### config.mk
export PLATFORM = sky130hd
export DESIGN_NAME = md6_rx_loader
export DESIGN_NICKNAME = d
export VERILOG_FILES = /design/src/rtl/md6_rx_pkg.sv /design/src/rtl/md6_field_shift.sv /design/src/rtl/md6_rx_loader.sv
export SDC_FILE = /design/constraint.sdc
export NUM_CORES = 1
export LEC_CHECK = 0
export CAP_MARGIN = 15
export CORE_ASPECT_RATIO = 0.9
export CORE_MARGIN = 3
export CORE_UTILIZATION = 28
export CTS_CLUSTER_SIZE = 10
export DETAILED_ROUTE_END_ITERATION = 12
export PLACE_DENSITY = 0.51
export SLEW_MARGIN = 20
export SYNTH_ARGS = -nofsm -noshare
export SYNTH_HDL_FRONTEND = slang
export SYNTH_SLANG_ARGS = --single-unit
export TNS_END_PERCENT = 20
### constraint.sdc
create_clock -name i_clk -period 7.35 [get_ports i_clk]
set_input_delay 1.47 -clock i_clk [delete_from_list [all_inputs] [get_ports i_clk]]
set_output_delay 1.47 -clock i_clk [all_outputs]
set_load 0.05 [all_outputs]
### src/rtl/md6_rx_pkg.sv
// Shared definitions for the MD6 receive loader: FSM encoding, field sizes and
// a per-state byte-count helper.
package md6_rx_pkg;

  // Receive states 0..7 double as done-flag / write-enable indices.
  typedef enum logic [3:0] {
    S_M      = 4'd0,
    S_D      = 4'd1,
    S_K      = 4'd2,
    S_L      = 4'd3,
    S_R      = 4'd4,
    S_KEYLEN = 4'd5,
    S_PAD    = 4'd6,
    S_IDX    = 4'd7,
    S_START  = 4'd8,
    S_WAIT   = 4'd9,
    S_DONE   = 4'd10
  } state_e;

  localparam int unsigned D_BYTES      = 2;
  localparam int unsigned L_BYTES      = 1;
  localparam int unsigned R_BYTES      = 2;
  localparam int unsigned KEYLEN_BYTES = 1;
  localparam int unsigned PAD_BYTES    = 2;
  localparam int unsigned IDX_BYTES    = 1;

  localparam int unsigned D_W      = 8 * D_BYTES;
  localparam int unsigned L_W      = 8 * L_BYTES;
  localparam int unsigned R_W      = 8 * R_BYTES;
  localparam int unsigned KEYLEN_W = 8 * KEYLEN_BYTES;
  localparam int unsigned PAD_W    = 8 * PAD_BYTES;
  localparam int unsigned IDX_W    = 8 * IDX_BYTES;

  // S_DONE counts as S_M: a byte there opens the next frame's message field.
  function automatic int unsigned field_nbytes(input state_e s,
                                               input int unsigned m_bytes,
                                               input int unsigned k_bytes);
    case (s)
      S_M, S_DONE: field_nbytes = m_bytes;
      S_D:         field_nbytes = D_BYTES;
      S_K:         field_nbytes = k_bytes;
      S_L:         field_nbytes = L_BYTES;
      S_R:         field_nbytes = R_BYTES;
      S_KEYLEN:    field_nbytes = KEYLEN_BYTES;
      S_PAD:       field_nbytes = PAD_BYTES;
      S_IDX:       field_nbytes = IDX_BYTES;
      default:     field_nbytes = 1;
    endcase
  endfunction

endpackage

### src/rtl/md6_field_shift.sv
// Byte-indexed field register: byte i of the field is written when the index
// matches, so the first byte received ends up in the least significant lane.
module md6_field_shift #(
  parameter int unsigned NBYTES = 1,
  parameter int unsigned IDXW   = 1
) (
  input  logic                  i_clk,
  input  logic                  i_reset,
  input  logic                  i_we,
  input  logic [IDXW-1:0]       i_idx,
  input  logic [7:0]            i_byte,
  output logic [8*NBYTES-1:0]   o_field
);

  logic [NBYTES-1:0][7:0] r_bytes;

  for (genvar b = 0; b < NBYTES; b++) begin : g_lane
    always_ff @(posedge i_clk) begin
      if (i_reset)
        r_bytes[b] <= 8'h00;
      else if (i_we && (i_idx == IDXW'(b)))
        r_bytes[b] <= i_byte;
    end
  end

  assign o_field = r_bytes;

endmodule

### src/rtl/md6_rx_loader.sv
// Sequences UART bytes into the MD6 frame fields, starts the CF and waits for it.
// Optional inter-byte timeout: define MD6_RX_TIMEOUT_EN.
module md6_rx_loader
  import md6_rx_pkg::*;
#(
  parameter int unsigned M_BYTES        = 32,
  parameter int unsigned K_BYTES        = 8,
  parameter int unsigned TIMEOUT_CYCLES = 2000000
) (
  input  logic                  i_clk,
  input  logic                  i_reset,
  input  logic [7:0]            i_rx_data,
  input  logic                  i_rx_valid,
  input  logic                  i_cf_done,
  output logic [8*M_BYTES-1:0]  o_M,
  output logic [D_W-1:0]        o_d,
  output logic [8*K_BYTES-1:0]  o_K,
  output logic [L_W-1:0]        o_L,
  output logic [R_W-1:0]        o_r,
  output logic [KEYLEN_W-1:0]   o_keylen,
  output logic [PAD_W-1:0]      o_padding,
  output logic [IDX_W-1:0]      o_index_pad,
  output logic                  o_done_M,
  output logic                  o_done_d,
  output logic                  o_done_K,
  output logic                  o_done_L,
  output logic                  o_done_r,
  output logic                  o_done_keylen,
  output logic                  o_done_padding,
  output logic                  o_done_rx,
  output logic                  o_cf_start,
  output logic                  o_done_md6,
  output logic                  o_overrun
);

  localparam int unsigned MAXB = (M_BYTES > K_BYTES) ? M_BYTES : K_BYTES;
  localparam int unsigned CW   = (MAXB > 1) ? $clog2(MAXB) : 1;

  state_e          r_state;
  logic [CW-1:0]   r_cnt;
  logic [7:0]      r_done;       // bit per receive state; bit 7 is done_rx
  logic            r_done_md6;
  logic            r_overrun;
  logic            r_cf_start;

  logic            w_rx_state;
  logic [CW-1:0]   w_idx;
  logic            w_last;
  logic [7:0]      w_we;
  logic            w_timeout;

  assign w_rx_state = (r_state <= S_IDX);
  assign w_idx      = (r_state == S_DONE) ? '0 : r_cnt;
  assign w_last     = (w_idx == CW'(field_nbytes(r_state, M_BYTES, K_BYTES) - 1));

  always_comb begin
    w_we = '0;
    if (i_rx_valid) begin
      if (w_rx_state)
        w_we[r_state[2:0]] = 1'b1;
      else if (r_state == S_DONE)
        w_we[0] = 1'b1;
    end
  end

`ifdef MD6_RX_TIMEOUT_EN
  localparam int unsigned TW = $clog2(TIMEOUT_CYCLES + 1);

  logic [TW-1:0] r_gap;
  logic          r_started;

  // Gap only counts once the frame has begun; completing the frame disarms it.
  always_ff @(posedge i_clk) begin
    if (i_reset) begin
      r_gap     <= '0;
      r_started <= 1'b0;
    end else if (i_rx_valid && (w_rx_state || r_state == S_DONE)) begin
      r_gap     <= '0;
      r_started <= !(r_state == S_IDX && w_last);
    end else if (w_timeout) begin
      r_gap     <= '0;
      r_started <= 1'b0;
    end else if (w_rx_state && r_started) begin
      r_gap <= r_gap + 1'b1;
    end
  end

  assign w_timeout = w_rx_state && r_started && !i_rx_valid &&
                     (r_gap == TW'(TIMEOUT_CYCLES - 1));
`else
  // Timeout disabled: a partial frame waits indefinitely.
  assign w_timeout = 1'b0 && (TIMEOUT_CYCLES != 0);
`endif

  always_ff @(posedge i_clk) begin
    if (i_reset) begin
      r_state    <= S_M;
      r_cnt      <= '0;
      r_done     <= '0;
      r_done_md6 <= 1'b0;
      r_overrun  <= 1'b0;
      r_cf_start <= 1'b0;
    end else begin
      r_cf_start <= 1'b0;
      case (r_state)
        S_M, S_D, S_K, S_L, S_R, S_KEYLEN, S_PAD, S_IDX: begin
          if (i_rx_valid) begin
            if (w_last) begin
              r_cnt                 <= '0;
              r_done[r_state[2:0]]  <= 1'b1;
              r_state               <= state_e'(r_state + 4'd1);
              if (r_state == S_IDX)
                r_cf_start <= 1'b1;
            end else begin
              r_cnt <= r_cnt + 1'b1;
            end
          end else if (w_timeout) begin
            r_state <= S_M;
            r_cnt   <= '0;
            r_done  <= '0;
          end
        end
        S_START: begin
          r_state <= S_WAIT;
          if (i_rx_valid)
            r_overrun <= 1'b1;
        end
        S_WAIT: begin
          if (i_rx_valid)
            r_overrun <= 1'b1;
          if (i_cf_done) begin
            r_done_md6 <= 1'b1;
            r_state    <= S_DONE;
          end
        end
        S_DONE: begin
          if (i_rx_valid) begin
            r_done_md6 <= 1'b0;
            r_overrun  <= 1'b0;
            r_done     <= {7'd0, w_last};
            r_state    <= w_last ? S_D : S_M;
            r_cnt      <= w_last ? '0 : CW'(1);
          end
        end
        default: begin
          r_state <= S_M;
          r_cnt   <= '0;
        end
      endcase
    end
  end

  md6_field_shift #(.NBYTES(M_BYTES), .IDXW(CW)) u_m (
    .i_clk(i_clk), .i_reset(i_reset), .i_we(w_we[0]), .i_idx(w_idx),
    .i_byte(i_rx_data), .o_field(o_M));
  md6_field_shift #(.NBYTES(D_BYTES), .IDXW(CW)) u_d (
    .i_clk(i_clk), .i_reset(i_reset), .i_we(w_we[1]), .i_idx(w_idx),
    .i_byte(i_rx_data), .o_field(o_d));
  md6_field_shift #(.NBYTES(K_BYTES), .IDXW(CW)) u_k (
    .i_clk(i_clk), .i_reset(i_reset), .i_we(w_we[2]), .i_idx(w_idx),
    .i_byte(i_rx_data), .o_field(o_K));
  md6_field_shift #(.NBYTES(L_BYTES), .IDXW(CW)) u_l (
    .i_clk(i_clk), .i_reset(i_reset), .i_we(w_we[3]), .i_idx(w_idx),
    .i_byte(i_rx_data), .o_field(o_L));
  md6_field_shift #(.NBYTES(R_BYTES), .IDXW(CW)) u_r (
    .i_clk(i_clk), .i_reset(i_reset), .i_we(w_we[4]), .i_idx(w_idx),
    .i_byte(i_rx_data), .o_field(o_r));
  md6_field_shift #(.NBYTES(KEYLEN_BYTES), .IDXW(CW)) u_keylen (
    .i_clk(i_clk), .i_reset(i_reset), .i_we(w_we[5]), .i_idx(w_idx),
    .i_byte(i_rx_data), .o_field(o_keylen));
  md6_field_shift #(.NBYTES(PAD_BYTES), .IDXW(CW)) u_pad (
    .i_clk(i_clk), .i_reset(i_reset), .i_we(w_we[6]), .i_idx(w_idx),
    .i_byte(i_rx_data), .o_field(o_padding));
  md6_field_shift #(.NBYTES(IDX_BYTES), .IDXW(CW)) u_idx (
    .i_clk(i_clk), .i_reset(i_reset), .i_we(w_we[7]), .i_idx(w_idx),
    .i_byte(i_rx_data), .o_field(o_index_pad));

  assign o_done_M       = r_done[0];
  assign o_done_d       = r_done[1];
  assign o_done_K       = r_done[2];
  assign o_done_L       = r_done[3];
  assign o_done_r       = r_done[4];
  assign o_done_keylen  = r_done[5];
  assign o_done_padding = r_done[6];
  assign o_done_rx      = r_done[7];
  assign o_cf_start     = r_cf_start;
  assign o_done_md6     = r_done_md6;
  assign o_overrun      = r_overrun;

endmodule

==> summary.log, run 1 <==
INFO  run_status     status=complete, no violations
INFO  synthesis      synthDistinctLibCells=54
INFO  timing         period_share=60.4%
INFO  power          power-per-cell-area=245nW/um^2
INFO  clocking       clock_latency=580ps
INFO  timing         rel_slew_slack=31.8%
INFO  final_layout   count_of_fill_cells_added_during_filler_insertion=5405
INFO  place          gp_routability_congestion=0.824
INFO  synthesis      post_synth.cell_area_avg=9.78um^2
INFO  global_routing pin_count_of_the_biggest_net_entering_global_routing=151
INFO  power          irDropWorstVdd=0.000130V
INFO  final_layout   layout.nets=1977
INFO  route          detail_route.iter0.violations=647
INFO  route          drt-met1-wl=24.1mm
INFO  synthesis      ys_top_cells_by_area=sky130_fd_sc_hd__dfxtp_1 53%, sky130_fd_sc_hd__mux2i_1 22%, sky130_fd_sc_hd__nor2_1 8.9%, sky130_fd_sc_hd__a21oi_1 2.4%, sky130_fd_sc_hd__nand2_1 2.2%
INFO  timing         final-setup-viol-count=0
INFO  synthesis      synth-async-reset-ratio=0%
INFO  synthesis      netlist_instances=1593
INFO  final_layout   area_growth_synth_to_finish=38.8%
INFO  floorplan      starting_density=28.5%
INFO  timing         fin_skew=23.0ps
INFO  clocking       tritoncts_clock_tree=built
INFO  final_layout   multi_input_area=6780um^2
INFO  timing         finalHoldViolCount=0
INFO  synthesis      synth.top_cells.by_count=415 x sky130_fd_sc_hd__dfxtp_1, 371 x sky130_fd_sc_hd__nor2_1, 338 x sky130_fd_sc_hd__mux2i_1
INFO  synthesis      mappedNetlistArea=15600um^2
INFO  synthesis      ys_seq_area_share=53.3%
INFO  clocking       ctsLongestPathBuffers=3
INFO  clocking       cts.root.buffer_cell=sky130_fd_sc_hd__clkbuf_16
INFO  power          power.static_leakage=8.57nW
INFO  global_routing antenna_found_initial=0
INFO  place          placement.io_buffers=414
INFO  route          met3_length=3.97mm
INFO  clocking       cts_hold_buf=0
INFO  global_routing grt.overflow.total=0
INFO  clocking       tritoncts.num_buffers=49
INFO  place          hpwlAfterDp=36.1mm
INFO  timing         grt_setup_unrepaired=false
INFO  setup_path     worst_ep_arrival_time=4870ps
INFO  final_layout   post_route_cells_drive_above_1_share=5.94%
INFO  clocking       htree_num_levels=2
INFO  global_routing grt_pass1_vias=12299
INFO  floorplan      die_height=230um
INFO  synthesis      yosysTopAreaCell=sky130_fd_sc_hd__dfxtp_1
INFO  synthesis      synth_edf_count=0
INFO  hold_path      worst_case_hold_path_end_point=u_m.o_field[93]
INFO  timing         clock_period_minus_worst_slack=4440ps
INFO  setup_path     setup.worst_path.class=in2reg
INFO  setup_path     r2r_setup_slack=3090ps
INFO  setup_path     crit_path_max_fanout=13
INFO  synthesis      yosys_warning_total=0
INFO  route          drc=0
INFO  floorplan      die_area=58500um^2
INFO  floorplan      num_io_pins=415
INFO  route          antenna_left=0
INFO  floorplan      floorplan.die.width=255um
INFO  timing         timing_max_transition_violations_final=0
INFO  setup_path     start_kind=input port
INFO  global_routing globalRouteTotalUtil=18.7%
INFO  route          detail_route_met2_wl=27.1mm
INFO  setup_path     r2r.worst_path.cells=10
INFO  setup_path     end_kind=flip-flop
INFO  setup_path     crit-reg2reg-capture=u_pad.o_field[8]
INFO  timing         worst_slew_pin_slew=1020ps
INFO  hold_path      source_of_the_worst_hold_timing_path=u_m.o_field[93]
INFO  hold_path      worst_hold_path.num_cells=2
INFO  timing         fin_tns_setup=0ps
INFO  timing         fmax=225MHz
INFO  global_routing first_pass_grt_wire_length=82.5mm
INFO  clocking       clk_pin_slew=50ps
INFO  clocking       clock_sinks=415
INFO  synthesis      synth_top_cell_area_share=53.3%
INFO  floorplan      fp-row-count=81
INFO  synthesis      most_common_flop_cell_mapped_by_yosys=sky130_fd_sc_hd__dfxtp_1
INFO  route          first_pass_iters=7
INFO  floorplan      core_box_area=54700um^2
INFO  synthesis      synth.most_common_cell=sky130_fd_sc_hd__dfxtp_1
INFO  route          routed_wirelength=56.4mm
INFO  clocking       cts_setup_buffers=0
INFO  final_layout   antenna_cells=0
INFO  route          route.vias.total=12494
INFO  setup_path     regToRegStartpoint=r_state[0]
INFO  run            drv.max_cap_violation_count=0
INFO  final_layout   final_core_utilization=39.5%
INFO  hold_path      hold_path_class=reg2reg
INFO  setup_path     cp.required=7780ps
INFO  synthesis      synth-seq-cells=415
INFO  route          route.detailed.wl_per_inst=21.1um
INFO  clocking       post_cts_resize_count=0
INFO  route          mean_number_of_vias_per_cell=4.67
INFO  synthesis      synthesis.nets=1612
INFO  route          topRoutingLayerUsed=met4
INFO  final_layout   regArea=8310um^2
==> state kept, by name, indices dropped and copies added (netlist names), named ones only <==
register	cells
u_idx.o_field	8
u_keylen.o_field	8
u_d.o_field	16
o_cf_start	1
r_state	4
o_done_md6	1
u_l.o_field	8
u_m.o_field	256
r_cnt	5
o_overrun	1
r_done	8
u_pad.o_field	16
u_r.o_field	16
u_k.o_field	64
==> cell usage in the layout (no fill, tap or decap), types with 3 or more instances in the layout <==
| master | Yosys | routed |
|---|---|---|
| sky130_fd_sc_hd__a21o_1 | 3 | 3 |
| sky130_fd_sc_hd__a21oi_1 | 74 | 74 |
| sky130_fd_sc_hd__a31oi_1 | 4 | 4 |
| sky130_fd_sc_hd__and2_1 | 3 | 3 |
| sky130_fd_sc_hd__and3_1 | 4 | 4 |
| sky130_fd_sc_hd__buf_2 | 13 | 8 |
| sky130_fd_sc_hd__buf_4 | 3 | 14 |
| sky130_fd_sc_hd__clkbuf_1 | 88 | 6 |
| sky130_fd_sc_hd__clkbuf_16 | 0 | 50 |
| sky130_fd_sc_hd__clkbuf_8 | 0 | 5 |
| sky130_fd_sc_hd__clkdlybuf4s50_1 | 0 | 405 |
| sky130_fd_sc_hd__dfxtp_1 | 415 | 415 |
| sky130_fd_sc_hd__ha_1 | 7 | 7 |
| sky130_fd_sc_hd__inv_1 | 5 | 5 |
| sky130_fd_sc_hd__mux2i_1 | 338 | 338 |
| sky130_fd_sc_hd__nand2_1 | 91 | 91 |
| sky130_fd_sc_hd__nand2b_1 | 7 | 7 |
| sky130_fd_sc_hd__nand3_1 | 56 | 56 |
| sky130_fd_sc_hd__nand3b_1 | 3 | 3 |
| sky130_fd_sc_hd__nand4_1 | 3 | 3 |
| sky130_fd_sc_hd__nor2_1 | 371 | 370 |
| sky130_fd_sc_hd__nor2_2 | 10 | 11 |
| sky130_fd_sc_hd__nor2_4 | 8 | 8 |
| sky130_fd_sc_hd__nor2b_1 | 8 | 8 |
| sky130_fd_sc_hd__nor3_1 | 8 | 7 |
| sky130_fd_sc_hd__nor4_1 | 3 | 3 |
| sky130_fd_sc_hd__o21a_1 | 4 | 4 |
| sky130_fd_sc_hd__o21ai_0 | 16 | 16 |
| sky130_fd_sc_hd__xor2_1 | 5 | 5 |
==> through the flow <==
step	setup WS [ps]	area (um^2)	hold WS, ps	instances	power, W
after floorplan	4250	15600	591	1593	0.00292
after global placement	2490	20200	443	2612	0.00314
after detailed placement	2370	20200	447	2612	0.00315
after CTS	2950	21600	455	2676	0.00539
after global routing	2710	21600	472	2676	0.00553
final	2910	21600	454	2676	0.00530
==> area by class of cell <==
| type | instances | area share (%) |
|---|---|---|
| multi-input combinational | 1056 | 31.4 |
| tap | 705 | 4.08 |
| clock buffer | 61 | 6.21 |
| timing repair buffer | 429 | 19.6 |
| sequential | 415 | 38.4 |
| inverter | 7 | 0.121 |
| clock inverter | 3 | 0.249 |
==> worst max-delay path by stage <==
| stage | slack [ps] | endpoint | from | cells past startpoint |
|---|---|---|---|---|
| 3_5_place_dp | 2370 | u_m.o_field[68] | i_rx_valid | 7 |
| 6_report | 2910 | u_m.o_field[68] | i_rx_valid | 7 |
| 2_1_floorplan | 4250 | u_m.o_field[192] | i_rx_valid | 7 |
| 3_3_place_gp | 2490 | u_m.o_field[70] | i_rx_valid | 7 |
| 5_1_grt | 2710 | u_m.o_field[68] | i_rx_valid | 7 |
| 4_1_cts | 2950 | u_m.o_field[68] | i_rx_valid | 7 |
==> report_power, final <==
group	switching, W	internal [W]
clock	0.000906	0.00130
sequential	0.0000590	0.00230
combinational	0.000521	0.000218
total	0.00149	0.00381
==> cells by family (layout without fill, tap and decap cells) <==
kind of cell | Yosys count | count (layout) | share of synthesized area (%)
and+or+nand+nor | 596 | 596 | 17.0
DFF | 415 | 415 | 53.3
muxes | 338 | 338 | 21.7
buffers and inverters | 122 | 500 | 3.21
AOI/OAI and AO/OA | 110 | 110 | 3.90
adders and majority gates | 7 | 7 | 0.562
xor gates and xnor gates | 5 | 5 | 0.281
==> layer usage <==
metal	GRT usage, %	up-vias
met3	5.59	68
met4	5.06	0
met2	31.4	345
li1	-	6043
met5	0	-
met1	23.2	6038
==> critical path: stages <==
cell	delay [ps]
sky130_fd_sc_hd__clkdlybuf4s50_1	710
sky130_fd_sc_hd__nor2b_1	360
sky130_fd_sc_hd__nand2_1	470
sky130_fd_sc_hd__nor3b_2	970
sky130_fd_sc_hd__nand2_1	520
sky130_fd_sc_hd__mux2i_1	290
sky130_fd_sc_hd__nor2_1	50
Note: power is estimated with default switching activity, not from simulation.
==> inputs of run 2 (changes only) <==
PLACE_DENSITY = 0.53   (was 0.51)
clock period = 3.6 ns   (was 7.35 ns; I/O delays follow)
==> run 2 against run 1 <==
Clock power grew 100%. Sequential power increased by 100%. Power grew 100%. Critical path depth is 3 higher. Die area unchanged. Count of clock-buffer cells in the layout is 2 lower. Combinational power rose by 120%. Critical path type is now reg2reg.
==> summary.log, run 2 (synthesis results as in run 1) <==
INFO  floorplan      fp-row-count=81
INFO  hold_path      hold_path_class=reg2reg
INFO  place          gp_routability_congestion=0.847
INFO  run            drv.max_cap_violation_count=0
INFO  global_routing antenna_found_initial=0
INFO  floorplan      core_box_area=54700um^2
INFO  global_routing globalRouteTotalUtil=18.9%
INFO  floorplan      floorplan.die.width=255um
INFO  setup_path     worst_ep_arrival_time=3780ps
INFO  setup_path     crit-reg2reg-capture=u_pad.o_field[10]
INFO  global_routing first_pass_grt_wire_length=83.7mm
INFO  timing         rel_slew_slack=39.2%
INFO  global_routing pin_count_of_the_biggest_net_entering_global_routing=135
INFO  final_layout   antenna_cells=0
INFO  clocking       cts.root.buffer_cell=sky130_fd_sc_hd__clkbuf_16
INFO  timing         period_share=92.9%
INFO  run_status     status=complete, no violations
INFO  power          power-per-cell-area=496nW/um^2
INFO  place          hpwlAfterDp=37.9mm
INFO  global_routing grt_pass1_vias=12495
INFO  timing         fin_skew=14.1ps
INFO  setup_path     start_kind=flip-flop
INFO  final_layout   largest_register_ff_count=256
INFO  global_routing groute.layer.met2.usage=31.5%
INFO  global_routing global_route.peak_usage_layer=met2
INFO  route          antenna_left=0
INFO  final_layout   layout.cells.most_common=sky130_fd_sc_hd__dfxtp_1
INFO  clocking       tritoncts.num_buffers=49
INFO  route          routed_wirelength=56.9mm
INFO  timing         finalHoldViolCount=0
INFO  clocking       tritoncts_clock_tree=built
INFO  clocking       clock_latency=570ps
INFO  floorplan      num_io_pins=415
INFO  hold_path      source_of_the_worst_hold_timing_path=u_d.o_field[10]
INFO  hold_path      worst_hold_path.num_cells=2
INFO  final_layout   final_core_utilization=39.9%
INFO  setup_path     setup.worst_path.class=reg2reg
INFO  route          route.detailed.wl_per_inst=21.1um
INFO  clocking       cts_hold_buf=0
INFO  setup_path     r2r.worst_path.cells=10
INFO  clocking       post_cts_resize_count=0
INFO  global_routing grt.overflow.total=0
INFO  timing         fmax=299MHz
INFO  final_layout   area_growth_synth_to_finish=40.2%
INFO  floorplan      die_height=230um
INFO  power          power.static_leakage=8.70nW
INFO  route          mean_number_of_vias_per_cell=4.71
INFO  timing         timing_max_transition_violations_final=0
INFO  final_layout   post_route_cells_drive_above_1_share=6.97%
INFO  route          first_pass_iters=5
INFO  setup_path     regToRegStartpoint=r_state[0]
INFO  setup_path     r2r_setup_slack=250ps
INFO  timing         final-setup-viol-count=0
INFO  timing         worst_slew_pin_slew=911ps
INFO  timing         grt_setup_unrepaired=false
INFO  route          drc=0
INFO  timing         clock_period_minus_worst_slack=3350ps
INFO  clocking       clk_pin_slew=50ps
INFO  final_layout   layout.nets=2001
INFO  timing         fin_tns_setup=0ps
INFO  clocking       htree_num_levels=2
INFO  clocking       cts_setup_buffers=0
INFO  floorplan      die_area=58500um^2
INFO  clocking       clock_sinks=415
INFO  global_routing grt.met1_usage=23.6%
INFO  setup_path     crit_path_max_fanout=10
INFO  setup_path     end_kind=flip-flop
INFO  place          placement.io_buffers=414
INFO  power          irDropWorstVdd=0.000327V
INFO  route          detail_route.iter0.violations=715
INFO  clocking       ctsLongestPathBuffers=3
INFO  global_routing gr-usage-met3=5.87%
INFO  final_layout   layout_common_cells=415 x sky130_fd_sc_hd__dfxtp_1, 405 x sky130_fd_sc_hd__clkdlybuf4s50_1, 371 x sky130_fd_sc_hd__nor2_1, 338 x sky130_fd_sc_hd__mux2i_1, 91 x sky130_fd_sc_hd__nand2_1
INFO  route          route.vias.total=12717
INFO  hold_path      worst_case_hold_path_end_point=u_d.o_field[10]
INFO  floorplan      starting_density=28.5%
INFO  setup_path     cp.required=4030ps
## run 2: worst max-delay path by stage
stage / endpoint / cells after the start / start
global placement: u_k.o_field[62] / 6 / i_rx_valid
finish: u_pad.o_field[10] / 10 / r_state[0]
detailed placement: u_m.o_field[202] / 8 / i_rx_valid
floorplan: flip-flop / 11 / flip-flop
CTS: u_pad.o_field[10] / 10 / r_state[0]
global route: u_pad.o_field[15] / 10 / r_state[0]
## run 2: worst max-delay path, cell delays in order (launching register included)
cell and delay [ps]:
sky130_fd_sc_hd__dfxtp_1 480, sky130_fd_sc_hd__clkinv_1 290, sky130_fd_sc_hd__ha_1 390, sky130_fd_sc_hd__and3b_1 330
sky130_fd_sc_hd__buf_4 250, sky130_fd_sc_hd__nor3b_4 190, sky130_fd_sc_hd__nand2_1 190, sky130_fd_sc_hd__nor2_1 190
sky130_fd_sc_hd__and3_1 570, sky130_fd_sc_hd__mux2i_1 250, sky130_fd_sc_hd__nor2_1 50
## run 2: cell type report
class | instances | area (um^2)
clock inverter | 5 | 60.1
timing repair buffer | 453 | 4490
inverter | 7 | 26.3
multi-input combinational | 1056 | 6780
fill | 5349 | 32900
clock buffer | 59 | 1290
tap | 705 | 882
sequential | 415 | 8310
## run 2: power breakdown
part           internal [W]  switching (W)
registers           0.00470      0.0000863
clock network       0.00256        0.00186
logic              0.000502        0.00112
## run 2: per-layer routing
layer	vias to the layer above	part of all wire [%]
li1	6100	-
met1	6159	43
met2	373	47
met3	85	7.4
met4	0	2.6
met5	-	0
## run 2: stage by stage
| stage | total power [W] | std cells | hold slack, ps | cell area [um^2] | setup WS, ps |
|---|---|---|---|---|---|
| 6_report | 0.0108 | 2700 | 454 | 21800 | 254 |
| 3_3_place_gp | 0.00650 | 2636 | 441 | 20500 | 273 |
| 4_1_cts | 0.0110 | 2700 | 410 | 21800 | 311 |
| 5_1_grt | 0.0113 | 2700 | 439 | 21800 | 8.21 |
| 3_5_place_dp | 0.00650 | 2636 | 451 | 20500 | 287 |
| 2_1_floorplan | 0.00595 | 1593 | 591 | 15600 | 1010 |
==> inputs of run 3 (changes only) <==
CAP_MARGIN = 40   (was 15)
==> run 3 against run 2 <==
Combinational power is essentially flat. Via count about the same. Sequential cell count stayed put. Non-clock buffer count grew 2. Critical path depth unchanged. Sequential power hardly changed. Critical endpoint is now u_pad.o_field[8]. Largest cell class unchanged. Largest power group unchanged.
==> summary.log, run 3 (synthesis results as in run 1) <==
INFO  run_status     status=complete, no violations
INFO  clocking       clk_pin_slew=50ps
INFO  clocking       cts_setup_buffers=0
INFO  timing         fin_skew=15.7ps
INFO  final_layout   largest_register_ff_count=256
INFO  floorplan      floorplan.die.width=255um
INFO  setup_path     worst_ep_arrival_time=3740ps
INFO  power          power-per-cell-area=494nW/um^2
INFO  floorplan      starting_density=28.5%
INFO  floorplan      fp-row-count=81
INFO  route          first_pass_iters=5
INFO  setup_path     cp.required=4030ps
INFO  timing         worst_slew_pin_slew=801ps
INFO  power          irDropWorstVdd=0.000319V
INFO  route          antenna_left=0
INFO  global_routing globalRouteTotalUtil=18.9%
INFO  place          placement.io_buffers=414
INFO  final_layout   count_of_fill_cells_added_during_filler_insertion=5347
INFO  floorplan      die_area=58500um^2
INFO  place          post-place-ws=272ps
INFO  route          mean_number_of_vias_per_cell=4.71
INFO  final_layout   area_growth_synth_to_finish=40.4%
INFO  timing         fmax=303MHz
INFO  hold_path      hold_path_class=reg2reg
INFO  timing         fin_tns_setup=0ps
INFO  route          drc=0
INFO  route          routed_wirelength=56.8mm
INFO  route          detail_route.iter0.violations=649
INFO  floorplan      core_box_area=54700um^2
INFO  clocking       clock_sinks=415
INFO  setup_path     crit_path_cell_trace=clkinv_1 > ha_1 > and3b_1 > buf_4 > nor3b_4 > nand2_1 > nor2_1 > and3_1 > mux2i_1 > nor2_1
INFO  clocking       cts_hold_buf=0
INFO  final_layout   layout.cells.most_common=sky130_fd_sc_hd__dfxtp_1
INFO  setup_path     path_common_cell=sky130_fd_sc_hd__nor2_1
INFO  place          gp_routability_congestion=0.847
INFO  setup_path     crit_path_max_fanout=10
INFO  power          design_power_total=0.0108W
INFO  clocking       tritoncts_clock_tree=built
INFO  route          route.vias.total=12727
INFO  global_routing first_pass_grt_wire_length=83.4mm
INFO  floorplan      die_height=230um
INFO  setup_path     critical_path_slowest_stage_cell=sky130_fd_sc_hd__and3_1
INFO  timing         finalHoldViolCount=0
INFO  clocking       tritoncts.num_buffers=49
INFO  final_layout   post_route_cells_drive_above_1_share=7.06%
INFO  timing         timing_max_transition_violations_final=0
INFO  clocking       ctsLongestPathBuffers=3
INFO  final_layout   antenna_cells=0
INFO  global_routing grt.overflow.total=0
INFO  clocking       post_cts_resize_count=0
INFO  global_routing antenna_found_initial=0
INFO  final_layout   layout_common_cells=415 x sky130_fd_sc_hd__dfxtp_1, 405 x sky130_fd_sc_hd__clkdlybuf4s50_1, 371 x sky130_fd_sc_hd__nor2_1, 338 x sky130_fd_sc_hd__mux2i_1, 91 x sky130_fd_sc_hd__nand2_1
INFO  timing         postLayoutSetupSlackWorst=295ps
INFO  timing         final-setup-viol-count=0
INFO  global_routing grt_pass1_vias=12336
INFO  final_layout   layout.nets=2003
INFO  clocking       htree_num_levels=2
INFO  run            drv.max_cap_violation_count=0
INFO  clocking       cts.root.buffer_cell=sky130_fd_sc_hd__clkbuf_16
INFO  place          hpwlAfterDp=38.2mm
INFO  setup_path     end_kind=flip-flop
INFO  route          route.detailed.wl_per_inst=21.0um
INFO  timing         period_share=91.8%
INFO  clocking       clock_latency=580ps
INFO  timing         rel_slew_slack=46.6%
INFO  setup_path     start_kind=flip-flop
INFO  setup_path     setup.worst_path.class=reg2reg
INFO  timing         grt_setup_unrepaired=false
INFO  floorplan      num_io_pins=415
INFO  timing         clock_period_minus_worst_slack=3300ps
INFO  setup_path     crit_path_max_incr_delay=560ps
INFO  global_routing pin_count_of_the_biggest_net_entering_global_routing=135
INFO  power          power.static_leakage=8.73nW
[run 3: worst paths after layout]
path | start | to | slack [ps] | cells past startpoint
setup reg to reg | r_state[0] | u_pad.o_field[8] | 300 | 10
hold reg to reg | u_m.o_field[124] | u_m.o_field[124] | 450 | 2
hold / removal | u_m.o_field[124] | u_m.o_field[124] | 450 | 2
setup / recovery | r_state[0] | u_pad.o_field[8] | 300 | 10
[run 3: final cells by class]
class / instances / area [um^2] / share of cell area (%)
inverter: 7 / 26.3 / 0.120
clock inverter: 5 / 61.3 / 0.280
clock buffer: 58 / 1290 / 5.90
sequential: 415 / 8310 / 38.0
multi-input combinational: 1056 / 6780 / 31.0
tap: 705 / 882 / 4.03
timing repair buffer: 455 / 4530 / 20.7
[run 3: worst max-delay path: cells and delay by family (launching register included)]
kind                     cells  cell delay [ps]
buffers and inverters        2              540
flip-flops                   1              460
AND/OR/NAND/NOR              6             1500
adder cells (fa/ha/maj)      1              400
multiplexers                 1              260
[run 3: metal layers]
layer | wire length (um) | share of wire, % | up-vias | GRT usage, %
li1 | - | - | 6109 | -
met1 | 24500 | 43 | 6179 | 23.8
met2 | 27300 | 48 | 377 | 31.7
met3 | 4080 | 7.2 | 62 | 5.70
met4 | 979 | 1.7 | 0 | 4.36
met5 | 0 | 0 | - | 0
[run 3: power breakdown]
part | internal, W | switching [W]
combinational | 0.000508 | 0.00112
clock | 0.00256 | 0.00184
sequential | 0.00470 | 0.0000851
[run 3: metrics by stage]
stage / utilization [%] / instance area (um^2) / instances / hold slack [ps]
floorplan: - / 15600 / 1593 / 591
global route: 40.0 / 21900 / 2701 / 452
CTS: 40.0 / 21900 / 2700 / 416
global placement: 37.4 / 20500 / 2636 / 441
detailed placement: 37.5 / 20500 / 2637 / 446
finish: 40.0 / 21900 / 2701 / 451
==> patch 1, RTL diff (config.mk and constraints of run 3) <==
Put a register stage on the outputs `o_done_M`, `o_done_d`, `o_done_K`, `o_done_L`, `o_done_r`, `o_done_keylen`, `o_done_padding` and `o_done_rx`, cleared by the reset. The values now appear one clock later. The other outputs are not delayed to match.
--- a/src/rtl/md6_rx_loader.sv
+++ b/src/rtl/md6_rx_loader.sv
@@ -176,12 +176,25 @@
     .i_byte(i_rx_data), .o_field(o_index_pad));
 
-  assign o_done_M       = r_done[0];
-  assign o_done_d       = r_done[1];
-  assign o_done_K       = r_done[2];
-  assign o_done_L       = r_done[3];
-  assign o_done_r       = r_done[4];
-  assign o_done_keylen  = r_done[5];
-  assign o_done_padding = r_done[6];
-  assign o_done_rx      = r_done[7];
+  always_ff @(posedge i_clk) begin
+    if (i_reset) begin
+      o_done_M       <= '0;
+      o_done_d       <= '0;
+      o_done_K       <= '0;
+      o_done_L       <= '0;
+      o_done_r       <= '0;
+      o_done_keylen  <= '0;
+      o_done_padding <= '0;
+      o_done_rx      <= '0;
+    end else begin
+      o_done_M       <= r_done[0];
+      o_done_d       <= r_done[1];
+      o_done_K       <= r_done[2];
+      o_done_L       <= r_done[3];
+      o_done_r       <= r_done[4];
+      o_done_keylen  <= r_done[5];
+      o_done_padding <= r_done[6];
+      o_done_rx      <= r_done[7];
+    end
+  end
   assign o_cf_start     = r_cf_start;
   assign o_done_md6     = r_done_md6;
Behaviour: same outputs for any inputs over 4 cycles, from zero or initial values and one cycle with i_reset high; that may be too few to reach the edited logic, so the function may still have changed.
==> patch 1 against run 3 <==
  * Design area rose by 2.1%
  * Synthesized area rose by 1.0%
  * Global-route usage fell by 0.18 points
  * Routed wire length rose by 0.98%
  * Synthesized cell count rose by 5.6%
  * Total power fell by 4.5%
  * Setup slack improved by 0.24 ns
  * Sequential cell count rose by 8
  * Combinational power fell by 46%
  * Clock skew rose by 0.0081 ns
  * Non-clock buffer count rose by 15
  * Sequential power barely moved
==> patch 1: results (changes against run 3) <==
status=finished, final reports clean (unchanged); Synthesized Nets=1701 (was 1612); Max-slew headroom=0.4257 (was 0.4657); total placed cells including tap cells=2766 (was 2637); clk tree area frac=0.06491 (was 0.06176); diode count=1 (was 0); area of the multi-input gates=6751 µm² (was 6782 µm²); TritonCTS buffer count=51 (was 49); sequential cell count=423 (was 415); placed inst area=20860 µm² (was 20510 µm²); half-perimeter wire length after detailed placement=39480 µm (was 38180 µm); clock root cell=clkbuf_16 (unchanged); combinational cell fraction of total power=0.086 (was 0.151); Clk. pwr=4660 µW (was 4400 µW); largest net degree at the start of global routing=95 (was 135); invs w/o clock=9 (was 7); Peak VDD IR=0.2965 mV (was 0.3194 mV); Area contributors post-synth=dfxtp_1, mux2i_1, nor2_1 (unchanged); nets=2092 (was 2003); global-route wire length before repair=85370 µm (was 83350 µm); layout cells sized above 1=0.07696 (was 0.07064); First-pass DRT Iterations=5 (unchanged); register area=8468 µm² (was 8308 µm²); Slowest Stage Delay on Critical Path=0.50 ns (was 0.56 ns); Signal buf overhead=0.2104 (was 0.2071); GP Congestion=0.8739 (was 0.8471); fin util=0.4067 (was 0.3998); Placement Setup Slack=0.2254 ns (was 0.2720 ns); met3 Usage GRT=0.05660 (was 0.05700); met1 usage=0.2398 (was 0.2383); WL per Instance=20.20 µm (was 21.04 µm); Setup Skew=0.02382 ns (was 0.01569 ns); Static Leak=0.008191 µW (was 0.008725 µW); Total Wirelength=57380 µm (was 56820 µm); initial antenna violation count=1 (was 0); Worst path slowest cell=nor4_1 (was and3_1); fillers=5488 (was 5347); Non-Clock Buffer Count=470 (was 455); Syn Area/Cell=9.356 µm² (was 9.780 µm²); most frequent cells after synthesis=dfxtp_1, nor2_1, mux2i_1 (unchanged); number of global-route vias before repair=13010 (was 12340); Pint=7730 µW (was 7762 µW); total power=10320 µW (was 10810 µW); met2 Use GR=0.3072 (was 0.3169); CP arrival=3.54 ns (was 3.74 ns); Top delay family on crit path=compound AO/OA/AOI/OAI gates (was simple AND/OR/NAND/NOR gates); vias per cell=4.724 (was 4.712); R2R cell count=9 (was 10); clock buffers=67 (was 58)
## patch 1: cell types whose count changed after synthesis, sizes merged, moves of 3 or more
cell           run 3  this run
nand3             58       128
a21oi             74       135
nand2             93       156
inv                6         9
clkbuf            88       115
mux2i            338       274
o21ai             17        11
nor2             390       315
nor2b              8        15
dfxtp            415       423
buf               27        17
## patch 1: worst paths after layout
check                                     start               to  slack [ns]
worst max-delay path                 r_state[0]        flip-flop        0.54
worst min-delay path            u_r.o_field[14]  u_r.o_field[14]        0.45
worst min register to register  u_r.o_field[14]  u_r.o_field[14]        0.45
worst max register to register       r_state[0]        flip-flop        0.54
## patch 1: kinds of logic after synthesis
family          share of synthesized area
flops                              0.5381
fa+ha+maj                        0.005565
compound gates                    0.05788
xor+xnor                         0.003896
mux                                0.1743
buf+inv                           0.03514
simple gates                       0.1852
## patch 1: layer usage
layer  vias up  routed length, µm  part of all wire
li1       6444                  -                 -
met1      6459              24990              0.44
met2       438              26760              0.47
met3        76               4439             0.077
met4         0               1190             0.021
met5         -                  0                 0
==> patch 2, RTL diff (config.mk and constraints of run 3) <==
Made on the original files. Build with the macro `MD6_RX_TIMEOUT_EN` defined.
--- a/src/rtl/md6_rx_loader.sv
+++ b/src/rtl/md6_rx_loader.sv
@@ -1,4 +1,6 @@
 // Sequences UART bytes into the MD6 frame fields, starts the CF and waits for it.
 // Optional inter-byte timeout: define MD6_RX_TIMEOUT_EN.
+`define MD6_RX_TIMEOUT_EN
+
 module md6_rx_loader
   import md6_rx_pkg::*;
Formal check against the unedited RTL: same outputs for any inputs over 4 cycles, from zero or initial values and one cycle with i_reset high; that may be too few to reach the edited logic, so the function may still have changed.
==> patch 2 against run 3 <==
  * Synthesized cell count grew 12%
  * Synthesized area grew 7.1%
  * Non-clock buffer count grew 8
  * Setup slack gained 0.35 ns
  * Design area grew 6.0%
  * Routed wire length grew 5.8%
  * Sequential cell count grew 22
  * Fmax grew 12%
  * Die area grew 7.0%
  * Sequential share of layout area shrank 0.26 points
  * Clock skew grew 0.022 ns
Power is not compared: it rests on default switching activity, and its combinational part moved more than twofold at a synthesized area within 25%.
==> patch 2: results (changes against run 3) <==
status=finished, final reports clean (unchanged); Seq/total area=0.3770 (was 0.3797); CTS sink cnt=437 (was 415); sequential share of the synthesized area=0.5241 (was 0.5332); CP arrival=3.44 ns (was 3.74 ns); multi-input gate share of the layout cell area=0.3193 (was 0.3099); Signal buf overhead=0.1975 (was 0.2071); clk tree area frac=0.06250 (was 0.06176); min-delay src=u_m.o_field[121] (was u_m.o_field[124]); TritonCTS buffer count=51 (was 49); Non-Clock Buffer Count=463 (was 455); Worst path slowest cell=nor2_1 (was and3_1); mux share of post-synthesis cell area=0.1622 (was 0.2172); Total Wirelength=60140 µm (was 56820 µm); post-synthesis xor/xnor area fraction=0.009969 (was 0.002811); Synthesized Nets=1806 (was 1612); GP Congestion=0.8303 (was 0.8471); largest net degree at the start of global routing=202 (was 135); Slowest Stage Delay on Critical Path=0.43 ns (was 0.56 ns); Flop pwr share=0.488; R2R setup slack=0.64 ns (was 0.30 ns); invs w/o clock=12 (was 7); reg2reg end=u_m.o_field[17] (was u_pad.o_field[8]); Area contributors post-synth=dfxtp_1, mux2i_1, nor2_1 (unchanged); most frequent cells after synthesis=dfxtp_1, nor2_1, mux2i_1 (unchanged); placed inst area=21680 µm² (was 20510 µm²); fillers=5786 (was 5347); number of global-route vias before repair=13730 (was 12340); Compound-Gate Fraction of Synth Area=0.08125 (was 0.03895); vias per cell=4.829 (was 4.712); final cell count without fillers=2959 (was 2701); total placed cells including tap cells=2889 (was 2637); total global-route track usage=0.1834 (was 0.1890); nets=2191 (was 2003); Die W=263.4 µm (was 254.6 µm); Syn Area/Cell=9.346 µm² (was 9.780 µm²); clock buffers=62 (was 58); layout cells sized above 1=0.07963 (was 0.07064); design area=23200 µm² (was 21880 µm²); initial DRC count=959 (was 649); adder-cell share of the synthesized area=0.005997 (was 0.005622); Async SR Flop Fraction=0 (unchanged); Hold Path End=u_m.o_field[121] (was u_m.o_field[124]); Yosys cell types=76 (was 54); Multi-In Gates=1206 (was 1056); global-route wire length before repair=88930 µm (was 83350 µm); WHS=0.4567 ns (was 0.4507 ns); Max-slew headroom=0.2778 (was 0.4657); Placement Setup Slack=0.3414 ns (was 0.2720 ns); Setup Skew=0.03735 ns (was 0.01569 ns)
patch 2: cell types whose count changed in the layout (fill, tap and decap cells not counted), moves of 14 or more:
cell            run 3  this run
nand2_1            91       167
nor2_1            371       314
nand3_1            56        90
dfxtp_1           415       437
a21oi_1            74       139
buf_4              32        46
o21ai_0            14        62
mux2i_1           338       268
patch 2: how the worst max path moves through the flow:
stage | startpoint | end | slack, ns | cells after the start
floorplan | r_state[0] | flip-flop | 1.03 | 10
global route | r_state[0] | u_m.o_field[16] | 0.38 | 10
CTS | r_state[0] | u_m.o_field[20] | 0.58 | 10
finish | r_state[0] | u_m.o_field[17] | 0.64 | 10
global placement | i_rx_valid | u_m.o_field[215] | 0.38 | 7
detailed placement | i_rx_valid | u_d.o_field[0] | 0.34 | 7
patch 2: layer usage:
layer / routed length (µm) / share of wire / global-route usage
met2: 27380 / 0.46 / 0.2938
met5: 0 / 0 / 0
met3: 4899 / 0.081 / 0.05961
met1: 26680 / 0.44 / 0.2396
met4: 1183 / 0.020 / 0.04543
